--- config.mk ---
export PLATFORM = sky130hd
export DESIGN_NAME = atm_keypad_frontend
export DESIGN_NICKNAME = d
export VERILOG_FILES = /design/src/rtl/atm_pkg.sv /design/src/rtl/keypad_debouncer.sv /design/src/rtl/atm_keypad_frontend.sv
export SDC_FILE = /design/constraint.sdc
export NUM_CORES = 1
export LEC_CHECK = 0
export BUFFER_PORTS_ARGS = -buffer_cell sky130_fd_sc_hd__buf_2
export CORE_MARGIN = 10
export CORE_UTILIZATION = 63
export CTS_CLUSTER_DIAMETER = 200
export CTS_CLUSTER_SIZE = 12
export DETAILED_ROUTE_END_ITERATION = 8
export GPL_ROUTABILITY_DRIVEN = 0
export HOLD_SLACK_MARGIN = 0.1
export PLACE_DENSITY = 0.82
export REMOVE_ABC_BUFFERS = 1
export SYNTH_ARGS = -nofsm -noshare
export SYNTH_HDL_FRONTEND = slang
export SYNTH_SLANG_ARGS = --single-unit
--- constraint.sdc ---
create_clock -name clk -period 4.75 [get_ports clk]
set_input_delay 0.7125 -clock clk [delete_from_list [all_inputs] [get_ports clk]]
set_output_delay 0.7125 -clock clk [all_outputs]
set_load 0.005 [all_outputs]
--- src/rtl/atm_pkg.sv ---
// Shared key codes, FSM encoding and transaction types for the ATM keypad front end.
package atm_pkg;
    localparam logic [3:0] K_DEPOSITO = 4'd10;
    localparam logic [3:0] K_RETIRO   = 4'd11;
    localparam logic [3:0] K_ENTER    = 4'd14;
    localparam logic [3:0] K_BORRAR   = 4'd15;

    localparam logic TIPO_DEPOSITO = 1'b0;
    localparam logic TIPO_RETIRO   = 1'b1;

    typedef enum logic [2:0] {
        ST_IDLE   = 3'd0,
        ST_PIN    = 3'd1,
        ST_SEL    = 3'd2,
        ST_MONTO  = 3'd3,
        ST_ESPERA = 3'd4,
        ST_BLOQ   = 3'd5
    } atm_state_t;

    function automatic logic is_digit(input logic [3:0] c);
        return c <= 4'd9;
    endfunction

    function automatic logic is_illegal(input logic [3:0] c);
        return (c == 4'd12) || (c == 4'd13);
    endfunction
endpackage

--- src/rtl/keypad_debouncer.sv ---
// Turns a bouncing key level plus code into one registered event per stable press.
module keypad_debouncer #(
    parameter int DEBOUNCE_CYCLES = 4
) (
    input  logic       clk,
    input  logic       rst,
    input  logic       tecla_raw,
    input  logic [3:0] tecla_cod,
    output logic       tecla_evt,
    output logic [3:0] tecla_val
);
    localparam int CW = $clog2(DEBOUNCE_CYCLES + 1);
    localparam logic [CW-1:0] DC = CW'(DEBOUNCE_CYCLES);

    logic [CW-1:0] cnt;
    logic [CW-1:0] cnt_nx;
    logic [3:0]    last_cod;
    logic          armed;

    assign cnt_nx = cnt + 1'b1;

    // armed=1: counting a stable press; armed=0: counting a stable release.
    always_ff @(posedge clk) begin
        if (rst) begin
            cnt       <= '0;
            last_cod  <= '0;
            armed     <= 1'b0;
            tecla_evt <= 1'b0;
            tecla_val <= '0;
        end else begin
            tecla_evt <= 1'b0;
            if (armed) begin
                if (tecla_raw) begin
                    last_cod <= tecla_cod;
                    if (cnt != '0 && tecla_cod == last_cod) begin
                        if (cnt_nx == DC) begin
                            tecla_evt <= 1'b1;
                            tecla_val <= tecla_cod;
                            armed     <= 1'b0;
                            cnt       <= '0;
                        end else begin
                            cnt <= cnt_nx;
                        end
                    end else begin
                        cnt <= CW'(1);
                    end
                end else begin
                    cnt <= '0;
                end
            end else begin
                if (!tecla_raw) begin
                    if (cnt_nx == DC) begin
                        armed <= 1'b1;
                        cnt   <= '0;
                    end else begin
                        cnt <= cnt_nx;
                    end
                end else begin
                    cnt <= '0;
                end
            end
        end
    end
endmodule

--- src/rtl/atm_keypad_frontend.sv ---
// Session sequencer between the keypad and the ATM controller: PIN, transaction select, amount.
module atm_keypad_frontend
    import atm_pkg::*;
#(
    parameter int DEBOUNCE_CYCLES = 4,
    parameter int PIN_DIGITS      = 4,
    parameter int MAX_MONTO_DIG   = 9
) (
    input  logic        clk,
    input  logic        rst,
    input  logic        tecla_raw,
    input  logic [3:0]  tecla_cod,
    input  logic        tarjeta_recibida,
    input  logic        pin_incorrecto,
    input  logic        bloqueo,
    input  logic        balance_actualizado,
    input  logic        entregar_dinero,
    input  logic        fondos_insuficientes,
    output logic [3:0]  digito,
    output logic        digito_stb,
    output logic        tipo_trans,
    output logic [31:0] monto,
    output logic        monto_stb,
    output logic        tecla_error
);
    localparam int PCW = $clog2(PIN_DIGITS + 1);
    localparam logic [PCW-1:0] PIN_LAST = PCW'(PIN_DIGITS - 1);
    localparam logic [3:0]     NDIG_MAX = 4'(MAX_MONTO_DIG);

    atm_state_t     state;
    logic [PCW-1:0] pin_cnt;
    logic [3:0]     ndig;
    logic [31:0]    acc;
    logic [31:0]    acc_nx;
    logic           tecla_evt;
    logic [3:0]     tecla_val;
    logic           done;

    keypad_debouncer #(.DEBOUNCE_CYCLES(DEBOUNCE_CYCLES)) u_deb (
        .clk       (clk),
        .rst       (rst),
        .tecla_raw (tecla_raw),
        .tecla_cod (tecla_cod),
        .tecla_evt (tecla_evt),
        .tecla_val (tecla_val)
    );

    assign acc_nx = {acc[28:0], 3'b000} + {acc[30:0], 1'b0} + {28'd0, tecla_val};
    assign done   = balance_actualizado | entregar_dinero | fondos_insuficientes;

    always_ff @(posedge clk) begin
        if (rst) begin
            state       <= ST_IDLE;
            pin_cnt     <= '0;
            ndig        <= '0;
            acc         <= '0;
            digito      <= '0;
            digito_stb  <= 1'b0;
            tipo_trans  <= 1'b0;
            monto       <= '0;
            monto_stb   <= 1'b0;
            tecla_error <= 1'b0;
        end else begin
            digito_stb  <= 1'b0;
            monto_stb   <= 1'b0;
            tecla_error <= 1'b0;
            case (state)
                ST_IDLE: begin
                    if (tarjeta_recibida) begin
                        state   <= ST_PIN;
                        pin_cnt <= '0;
                    end
                end
                ST_BLOQ: ;
                default: begin
                    // Flags outrank keys; a key landing on a flag cycle is dropped.
                    if (bloqueo) begin
                        state <= ST_BLOQ;
                    end else if (pin_incorrecto) begin
                        state   <= ST_PIN;
                        pin_cnt <= '0;
                    end else if (state == ST_ESPERA) begin
                        if (done) state <= ST_IDLE;
                    end else if (tecla_evt) begin
                        if (is_illegal(tecla_val)) begin
                            tecla_error <= 1'b1;
                        end else begin
                            case (state)
                                ST_PIN: begin
                                    if (is_digit(tecla_val)) begin
                                        digito     <= tecla_val;
                                        digito_stb <= 1'b1;
                                        pin_cnt    <= pin_cnt + 1'b1;
                                        if (pin_cnt == PIN_LAST) state <= ST_SEL;
                                    end else begin
                                        tecla_error <= 1'b1;
                                    end
                                end
                                ST_SEL: begin
                                    if (tecla_val == K_DEPOSITO || tecla_val == K_RETIRO) begin
                                        tipo_trans <= (tecla_val == K_RETIRO) ? TIPO_RETIRO : TIPO_DEPOSITO;
                                        state      <= ST_MONTO;
                                        acc        <= '0;
                                        ndig       <= '0;
                                    end else begin
                                        tecla_error <= 1'b1;
                                    end
                                end
                                ST_MONTO: begin
                                    if (is_digit(tecla_val)) begin
                                        if (ndig < NDIG_MAX) begin
                                            acc  <= acc_nx;
                                            ndig <= ndig + 1'b1;
                                        end else begin
                                            tecla_error <= 1'b1;
                                        end
                                    end else if (tecla_val == K_BORRAR) begin
                                        acc  <= '0;
                                        ndig <= '0;
                                    end else if (tecla_val == K_ENTER && ndig != '0) begin
                                        monto     <= acc;
                                        monto_stb <= 1'b1;
                                        state     <= ST_ESPERA;
                                    end else begin
                                        tecla_error <= 1'b1;
                                    end
                                end
                                default: ;
                            endcase
                        end
                    end
                end
            endcase
        end
    end
endmodule

==> impl_results.md, run 1 <==
- Post-synth top area cell: dfxtp_1
- Synth top area cells: dfxtp_1 (33%), ha_1 (14%), nand2_1 (7.8%), a21oi_1 (7.2%), xnor2_1 (3.6%)
- Crit share post-route: 75.0%
- Crit path from: u_deb.tecla_val[3]
- Comb pwr share: 5.7%
- Relative slew slack: 12.8%
- Power Dens Cells: 226 nW/µm²
- Yosys synthesis warning count: 0
- Final HPWL DP: 9710 µm
- Cell Area, Synth: 5770 µm²
- Die Area: 13400 µm²
- WL final: 13300 µm
- #FFs+latches synth: 95
- Core area: 8810 µm²
- Vias post-DR: 5088
- Peak supply drop: 0.155 mV
- Ports: 53
- Final Hold Fails: 0
- Register area share after synthesis: 33.0%
- R2R Path Start: u_deb.tecla_val[3]
- Initial antenna violation count: 0
- CP required: 4.98 ns
- Total negative setup slack: 0 ns
- Layout cells sized above 1: 12.0%
- Final-stage net count: 810
- Post-CTS Setup Bufs: 0
- CTS resizes: 0
- CP max stage delay: 0.49 ns
- Cts hold-fix bufs: 0
- Status: finished clean
- Wire per inst: 15.8 µm
- Crit-path cells: inv_1 -> fa_1 -> inv_1 -> fa_1 -> a21o_1 -> a221oi_4 -> o311ai_0 -> a21oi_1 -> o21ai_1 -> a221oi_1 -> xor2_1 -> o21ai_0
- Vias in the first global route: 4880
- Synth Area per Inst: 8.25 µm²
- Sequential cell area: 1900 µm²
- Clk buf depth: 2
- Lkg Pwr: 2.69 nW
- P_int: 1.03 mW
- Setup slack after layout: 1.19 ns
- Grt total ovfl: 0
- Register share of total power: 58.5%
- Main synth FF type: dfxtp_1
- Max Slew Vio Count: 0
- Initial Utilization: 65.5%
- Crit. End Element: flop
- Fillers: 716
- Reg2reg path depth: 12
- Post-synth EDFFs: 0
- DR iter-0 viols: 370
- Clock network power share: 35.8%
- GRT Resource Usage Total: 20.3%
- Antenna-violating nets left: 0
- Worst hold slack: 0.450 ns
- Placed cells: 826
- R2R Setup Slk: 1.19 ns
- Final core occ: 70.0%
- Clock sink count: 95
- Setup Viol. Count Final: 0
- TritonCTS clock tree: built
- Largest net degree at the start of global routing: 74
- Die H: 116 µm
- Buffers on Ports: 52
- Share of the synthesized area in the top cell type: 33.0%
- H-tree depth: 3
- Cts bufs inserted: 9
- Fin crit period: 3.56 ns
- Worst Path Arrival: 3.79 ns
- Critical path capture point: acc[20]
- Commonest non-fill, non-tap cell in the layout: nand2_1
- Post-synth ARST share: 0%
- Multi-input combinational cell area: 3590 µm²
- F_max: 281 MHz
- MaxCap Viol Count: 0
- First-pass GRT wire length: 22600 µm
- First-pass detailed-route iteration total: 5
- Setup WS pre-CTS: 1.27 ns
- Mapped Cells: 699
- Critical-path top delay cell: fa_1
- Worst-skew pair later-pin latency: 0.37 ns
- Crit-path max FO: 5
- Clock skew: 0.0196 ns
- Critical path startpoint category: flop
- Layout overhead on the synthesized area: 6.83%
- DRC: 0
- Antenna cells: 0
- RSZ-0062 raised after global routing: false
- Die X: 116 µm
- Site Rows: 34
- Worst-path clk slew: 0.11 ns
- Leading cell types in the layout, fill and taps excluded: nand2_1 (120), dfxtp_1 (95), a21oi_1 (83)
- Hold crit path type: reg -> reg
- Worst R2R End: acc[20]
- NetSw: 0.366 mW
- CTS Root Cell: clkbuf_8
- Worst Path Class, Setup: reg -> reg
- Least-Margin Pin Slew: 1.30 ns
- Avg Vias per Cell: 6.04
- Synth unique cells: 66
- Fin cells: 842
- Switching Share: 26.3%
## cells by family after synthesis
kind of cell	synth area share [%]
AO/OA/AOI/OAI	21.2
AND/OR/NAND/NOR	19.3
adder cells (fa/ha/maj)	15.0
buffers and inverters	4.97
flip-flops	33.0
XOR/XNOR	4.71
multiplexers	1.82
## critical path, delay by kind of cell, from the launching register on
kind	cells	cell delay, ns
flip-flops	1	0.40
adder cells (fa/ha/maj)	2	0.95
buffers and inverters	2	0.18
XOR/XNOR	1	0.21
AO/OA/AOI/OAI	7	1.68
## power groups by stage
stage               Clock (mW)  Sequential [mW]  Combinational [mW]
floorplan                    0            0.829              0.0481
global placement             0            0.831              0.0758
detailed placement           0            0.832              0.0784
CTS                      0.505            0.813              0.0791
global route             0.539            0.816              0.0899
finish                   0.497            0.814              0.0796
## metal layers
| layer | wire length [µm] | share of wire (%) | global-route usage, % |
|---|---|---|---|
| met2 | 6270 | 47 | 33.8 |
| met3 | 696 | 5.2 | 3.31 |
| met4 | 336 | 2.5 | 8.26 |
| met1 | 6000 | 45 | 25.6 |
| met5 | 0 | 0 | 0 |
## stage by stage
stage	cell area (µm²)	power, mW
after CTS	6160	1.40
after global placement	5980	0.907
final	6160	1.39
after detailed placement	5980	0.910
after global routing	6160	1.45
after floorplan	5570	0.877
## state kept, by name, indices dropped and copies added, names as in the netlist
register and cells:
u_deb.tecla_val 4, monto_stb 1, tecla_error 1, monto 32, digito_stb 1, state 3
digito 4, u_deb.tecla_evt 1, pin_cnt 3, acc 32, tipo_trans 1, ndig 4
u_deb.last_cod 4, u_deb.armed 1, u_deb.cnt 3
## cell usage after synthesis, types with 3 or more instances
library cell / number
dfxtp_1: 95
a211oi_1: 6
a221oi_1: 3
nor4_1: 4
o21a_1: 3
a31oi_1: 11
ha_1: 66
o31ai_1: 3
xnor2_1: 24
buf_2: 6
o21bai_1: 4
nand4_1: 8
o211ai_1: 3
nand3b_1: 3
nor3_1: 11
nor4b_1: 3
and3_1: 3
nor2_1: 46
a22oi_1: 6
nor2b_1: 5
o21ai_0: 24
buf_6: 4
or3_1: 5
o21ai_1: 12
nand2_1: 120
nand2b_1: 3
and2_1: 3
xor2_1: 7
a21oi_1: 83
nand3_1: 19
or2_2: 3
clkbuf_1: 20
mux2i_1: 9
inv_1: 23
a21o_1: 15
## worst min path at each step
stage               slack, ns    endpoint       start  cells after the start
global route             0.48   monto[29]   monto[29]                      2
floorplan                0.43  pin_cnt[2]  pin_cnt[2]                      2
CTS                      0.45    monto[4]    monto[4]                      2
finish                   0.45    monto[4]    monto[4]                      2
global placement         0.43    monto[5]    monto[5]                      2
detailed placement       0.44   monto[31]   monto[31]                      2
## area by class of cell
| cell class | instances | area share, % |
|---|---|---|
| Clock buffer | 9 | 2.01 |
| Clock inverter | 7 | 0.873 |
| Inverter | 23 | 1.40 |
| Multi-Input combinational cell | 546 | 58.2 |
| Sequential cell | 95 | 30.9 |
| Tap cell | 108 | 2.19 |
| Timing Repair Buffer | 54 | 4.47 |
Power figures use the tool's default switching activity.
==> run 2, diff against run 1 <==
--- a/config.mk
+++ b/config.mk
@@ -7,13 +7,13 @@
 export LEC_CHECK = 0
 export BUFFER_PORTS_ARGS = -buffer_cell sky130_fd_sc_hd__buf_2
 export CORE_MARGIN = 10
-export CORE_UTILIZATION = 63
+export CORE_UTILIZATION = 60
 export CTS_CLUSTER_DIAMETER = 200
 export CTS_CLUSTER_SIZE = 12
 export DETAILED_ROUTE_END_ITERATION = 8
 export GPL_ROUTABILITY_DRIVEN = 0
 export HOLD_SLACK_MARGIN = 0.1
-export PLACE_DENSITY = 0.82
+export PLACE_DENSITY = 0.78
 export REMOVE_ABC_BUFFERS = 1
 export SYNTH_ARGS = -nofsm -noshare
 export SYNTH_HDL_FRONTEND = slang
==> constraint.sdc (replaced) <==
create_clock -name clk -period 3.6 [get_ports clk]
set_input_delay 0.54 -clock clk [delete_from_list [all_inputs] [get_ports clk]]
set_output_delay 0.54 -clock clk [all_outputs]
set_load 0.005 [all_outputs]
==> run 2 against run 1 <==
Flip-flop and latch count unchanged. Cell count is 3.0% higher. Non-clock buffer count rose by 4. Clock skew is 0.013 ns lower. Via count decreased by 1.8%. Register-to-register slack got worse by 1.0 ns. Clock-buffer cell count up 1. Fmax up 4.1%. Worst setup slack worse by 1.0 ns. Core utilization shrank 2.7 points. Design area up 1.3%. Global-route usage decreased by 1.6 points.
==> impl_results.md, run 2 (synthesis results as in run 1) <==
- Initial Utilization: 62.1%
- Final Hold Fails: 0
- GRT Resource Usage Total: 18.7%
- Crit share post-route: 95.1%
- Final-stage net count: 814
- Reg2reg path depth: 12
- Commonest non-fill, non-tap cell in the layout: nand2_1
- Hold depth: 3
- Clock skew: 0.00626 ns
- Worst R2R End: acc[28]
- H-tree depth: 3
- Crit. End Element: flop
- First-pass detailed-route iteration total: 5
- Met1 Track Usage GR: 24.1%
- Met3 GRT Util: 4.12%
- Total power: 1.88 mW
- Gr busiest metal: met2
- Power Dens Cells: 301 nW/µm²
- WL final: 12900 µm
- Total negative setup slack: 0 ns
- Antenna cells: 0
- CP max stage delay: 0.53 ns
- Lkg Pwr: 2.71 nW
- Clk buf depth: 2
- Fin crit period: 3.42 ns
- Met2 Track Usage GR: 30.0%
- Crit-path max FO: 4
- DR iter-0 viols: 414
- F_max: 292 MHz
- DRC: 0
- Setup Viol. Count Final: 0
- Peak supply drop: 0.219 mV
- Avg Vias per Cell: 5.76
- Least-Margin Pin Slew: 1.14 ns
- Die Area: 13900 µm²
- Worst Path Class, Setup: reg -> reg
- Clock sink count: 95
- Setup WS pre-CTS: 0.167 ns
- Critical path capture point: acc[28]
- Cts hold-fix bufs: 0
- Final HPWL DP: 9580 µm
- Worst-skew pair later-pin latency: 0.37 ns
- Crit-path cells: inv_1 -> fa_1 -> inv_1 -> fa_1 -> a21o_1 -> a221oi_4 -> nand4b_1 -> o211ai_4 -> a2111oi_4 -> nor3_2 -> mux2_4 -> o22ai_2
- Layout overhead on the synthesized area: 8.22%
- Die X: 118 µm
- Core area: 9280 µm²
- Hold crit path type: in -> reg
- Crit path from: acc[0]
- Worst-path clk slew: 0.10 ns
- Vias in the first global route: 4792
- Levels on crit path: 12
- Critical path startpoint category: flop
- R2R Path Start: acc[0]
- Status: finished clean
- Setup slack after layout: 0.178 ns
- Critical-path top delay cell: fa_1
- CTS Root Cell: clkbuf_8
- Leading cell types in the layout, fill and taps excluded: nand2_1 (120), dfxtp_1 (92), a21oi_1 (83)
- Antenna-violating nets left: 0
- Max Slew Vio Count: 0
- Initial antenna violation count: 0
- CP Buf/Inv Count: 2
- TritonCTS clock tree: built
- Layout cells sized above 1: 12.9%
- First-pass GRT wire length: 22500 µm
- Grt total ovfl: 0
- CP top delay family: compound AO/OA/AOI/OAI gates
- MaxCap Viol Count: 0
- CP required: 3.90 ns
- Relative slew slack: 23.8%
- Largest net degree at the start of global routing: 43
- Largest registers: acc: 32 flops, monto: 32 flops
- Die H: 118 µm
- Site Rows: 35
- Wire per inst: 14.9 µm
- Ports: 53
- Vias post-DR: 4994
- R2R Setup Slk: 0.18 ns
- Buffers on Ports: 52
- Worst Path Arrival: 3.72 ns
- Cts bufs inserted: 9
run 2: per-stage QoR:
step / util (%) / cell area (µm²) / hold slack (ns) / std cells
after floorplan: - / 5570 / 0.426 / 664
after global placement: 65.0 / 6030 / 0.434 / 850
after detailed placement: 65.0 / 6030 / 0.442 / 850
after CTS: 67.0 / 6220 / 0.432 / 866
after global routing: 67.2 / 6240 / 0.430 / 867
final: 67.2 / 6240 / 0.436 / 867
run 2: layout make-up:
class                           instances  area, µm²
Tap cell                              129        161
Fill cell                             818       3040
Sequential cell                        95       1910
Inverter                               23       86.3
Timing Repair Buffer                   58        305
Multi-Input combinational cell        546       3590
Clock inverter                          6       51.3
Clock buffer                           10        138
run 2: what timing repair did:
action | CTS | global route
resized for setup | 0 | 4
setup buffers | 0 | 1
setup endpoints to repair | 0 | 3
hold endpoints to repair | 0 | 0
run 2: power breakdown:
group          internal (mW)  leakage [nW]  switching (mW)
clock network          0.283        0.0996           0.416
logic                 0.0381          1.85          0.0677
registers               1.06         0.767          0.0168
total                   1.38          2.71           0.501
run 2: per-layer routing:
metal / share of wire (%) / wire (µm)
met2: 45 / 5850
met3: 5.7 / 730
met4: 2.0 / 255
met1: 47 / 6070
met5: 0 / 0
run 2: worst min path at each step:
stage                      start            endpoint  slack, ns
global route        tecla_cod[0]  u_deb.tecla_val[0]       0.43
floorplan             pin_cnt[2]          pin_cnt[2]       0.43
CTS                 tecla_cod[0]  u_deb.tecla_val[0]       0.43
detailed placement     monto[21]           monto[21]       0.44
global placement        monto[6]            monto[6]       0.43
finish              tecla_cod[0]  u_deb.tecla_val[0]       0.44
run 2: worst min-delay path: stages:
cell and delay [ns]:
buf_2 0.10, mux2i_1 0.07, nor2_1 0.07
==> run 3, diff against run 2 <==
--- a/config.mk
+++ b/config.mk
@@ -7,13 +7,15 @@
 export LEC_CHECK = 0
 export BUFFER_PORTS_ARGS = -buffer_cell sky130_fd_sc_hd__buf_2
 export CORE_MARGIN = 10
-export CORE_UTILIZATION = 60
+export CORE_UTILIZATION = 62
+export CTS_BUF_LIST = sky130_fd_sc_hd__clkbuf_2
 export CTS_CLUSTER_DIAMETER = 200
 export CTS_CLUSTER_SIZE = 12
 export DETAILED_ROUTE_END_ITERATION = 8
 export GPL_ROUTABILITY_DRIVEN = 0
 export HOLD_SLACK_MARGIN = 0.1
-export PLACE_DENSITY = 0.78
+export MAX_ROUTING_LAYER = met4
+export PLACE_DENSITY = 0.81
 export REMOVE_ABC_BUFFERS = 1
 export SYNTH_ARGS = -nofsm -noshare
 export SYNTH_HDL_FRONTEND = slang
==> run 3 against run 2 <==
Core utilization increased by 0.62 points. Clock-buffer cell count decreased by 1. Fmax decreased by 1.7%. Critical path type unchanged. First-iteration DRC count decreased by 34%. Cell count decreased by 1.8%. Sequential share of layout area increased by 0.15 points. Non-clock buffer count increased by 2. Register-to-register slack got worse by 0.06 ns. Combinational power about the same. Critical path depth unchanged.
==> impl_results.md, run 3 (synthesis results as in run 1) <==
- Worst-path clk slew: 0.28 ns
- NetSw: 0.472 mW
- Clock sink count: 95
- Layout overhead on the synthesized area: 7.68%
- F_max: 287 MHz
- Peak supply drop: 0.184 mV
- Crit-path cells: inv_1 -> fa_1 -> inv_1 -> fa_1 -> a21o_1 -> a221oi_4 -> o311ai_0 -> a21oi_1 -> o21ai_1 -> a221oi_1 -> xor2_1 -> o21ai_0
- Clk buf depth: 2
- Layout cells sized above 1: 13.1%
- Site Rows: 35
- Antenna-violating nets left: 0
- CP max stage delay: 0.55 ns
- Power Dens Cells: 302 nW/µm²
- Clock skew: 0.0233 ns
- Register share of total power: 57.6%
- MaxCap Viol Count: 0
- Max Slew Vio Count: 0
- Setup Viol. Count Final: 0
- Avg Vias per Cell: 6.04
- First-pass GRT wire length: 22400 µm
- CP required: 4.11 ns
- Cell area after placement: 6010 µm²
- Core area: 9150 µm²
- Worst Path Class, Setup: reg -> reg
- Initial antenna violation count: 0
- Final Hold Fails: 0
- Die X: 116 µm
- WL final: 13200 µm
- Worst-skew pair later-pin latency: 0.58 ns
- Vias post-DR: 5139
- Total negative setup slack: 0 ns
- Die H: 116 µm
- Crit. End Element: flop
- Status: finished clean
- Worst Path Arrival: 3.99 ns
- Crit share post-route: 96.7%
- P_int: 1.40 mW
- Comb pwr share: 5.7%
- Fin crit period: 3.48 ns
- Final-stage net count: 816
- Design area: 6210 µm²
- DR iter-0 viols: 275
- H-tree depth: 3
- Vias in the first global route: 4848
- RSZ-0062 raised after global routing: false
- Grt total ovfl: 0
- Relative slew slack: 24.6%
- Antenna cells: 0
- Largest net degree at the start of global routing: 47
- Crit-path max FO: 4
- First-pass detailed-route iteration total: 5
- Die Area: 13600 µm²
- Hold crit path type: in -> reg
- Cts hold-fix bufs: 0
- Commonest non-fill, non-tap cell in the layout: nand2_1
- Buffers on Ports: 52
- R2R Setup Slk: 0.12 ns
- Hold depth: 3
- Hold_sp: tecla_cod[0]
- GRT Resource Usage Total: 20.3%
- Lkg Pwr: 2.72 nW
- Initial Utilization: 63.0%
- CTS Root Cell: clkbuf_2
- R2R Path Start: acc[0]
- Clock network power share: 36.7%
- Wire per inst: 15.5 µm
- Ports: 53
- Switching Share: 25.2%
- Final HPWL DP: 9580 µm
- Least-Margin Pin Slew: 1.13 ns
- Largest registers: acc: 32 flops, monto: 32 flops
- TritonCTS clock tree: built
- DRC: 0
- Critical-path top delay cell: fa_1
- Worst R2R End: acc[20]
- Critical path startpoint category: flop
- Cts bufs inserted: 9
- Leading cell types in the layout, fill and taps excluded: nand2_1 (120), dfxtp_1 (92), a21oi_1 (83)
- Hold endpoint: u_deb.last_cod[0]
- Reg2reg path depth: 12
run 3: cell type report:
type                            count  area [µm²]
Clock buffer                        9        45.0
Sequential cell                    95        1910
Multi-Input combinational cell    546        3590
Clock inverter                      7         120
Inverter                           23        86.3
Timing Repair Buffer               60         320
Tap cell                          111         139
Fill cell                         750        2940
run 3: worst max-delay path by stage:
stage / from / endpoint / slack (ns)
floorplan: bloqueo / monto[0] / 0.07
global placement: acc[0] / acc[28] / 0.28
detailed placement: acc[0] / acc[28] / 0.18
CTS: acc[0] / acc[28] / 0.08
global route: acc[0] / acc[20] / 0.0008
finish: acc[0] / acc[20] / 0.12
run 3: critical path: cells and delay by family, from the launching register on:
| family | cells | cell delay, ns |
|---|---|---|
| xor gates and xnor gates | 1 | 0.20 |
| adders and majority gates | 2 | 1.01 |
| DFF | 1 | 0.41 |
| buffers and inverters | 2 | 0.14 |
| AOI/OAI and AO/OA | 7 | 1.65 |
run 3: repair_timing:
action	in CTS	in global routing
gates resized for setup	0	4
setup endpoints to repair	0	2
setup buffers	0	3
run 3: layer usage:
layer | up-vias | global-route usage, % | routed length, µm
li1 | 2553 | - | -
met1 | 2386 | 25.6 | 6080
met2 | 175 | 32.8 | 6160
met3 | 25 | 3.70 | 763
met4 | 0 | 5.34 | 189
met5 | - | - | 0
run 3: per-stage QoR:
| step | worst slack [ns] | total power, mW | hold WS, ns | cells | util, % |
|---|---|---|---|---|---|
| 3_3_place_gp | 0.285 | 1.20 | 0.435 | 832 | 65.7 |
| 2_1_floorplan | 0.0711 | 1.16 | 0.426 | 664 | - |
| 5_1_grt | 0.000818 | 1.93 | 0.176 | 851 | 67.9 |
| 3_5_place_dp | 0.182 | 1.20 | 0.441 | 832 | 65.7 |
| 4_1_cts | 0.0803 | 1.88 | 0.199 | 848 | 67.5 |
| 6_report | 0.118 | 1.88 | 0.201 | 851 | 67.9 |
run 3: power groups by stage:
stage	combinational, mW	clock (mW)	sequential [mW]
after floorplan	0.0635	0	1.09
final	0.107	0.689	1.08
after global placement	0.101	0	1.10
after CTS	0.107	0.693	1.08
after detailed placement	0.105	0	1.10
after global routing	0.121	0.731	1.08
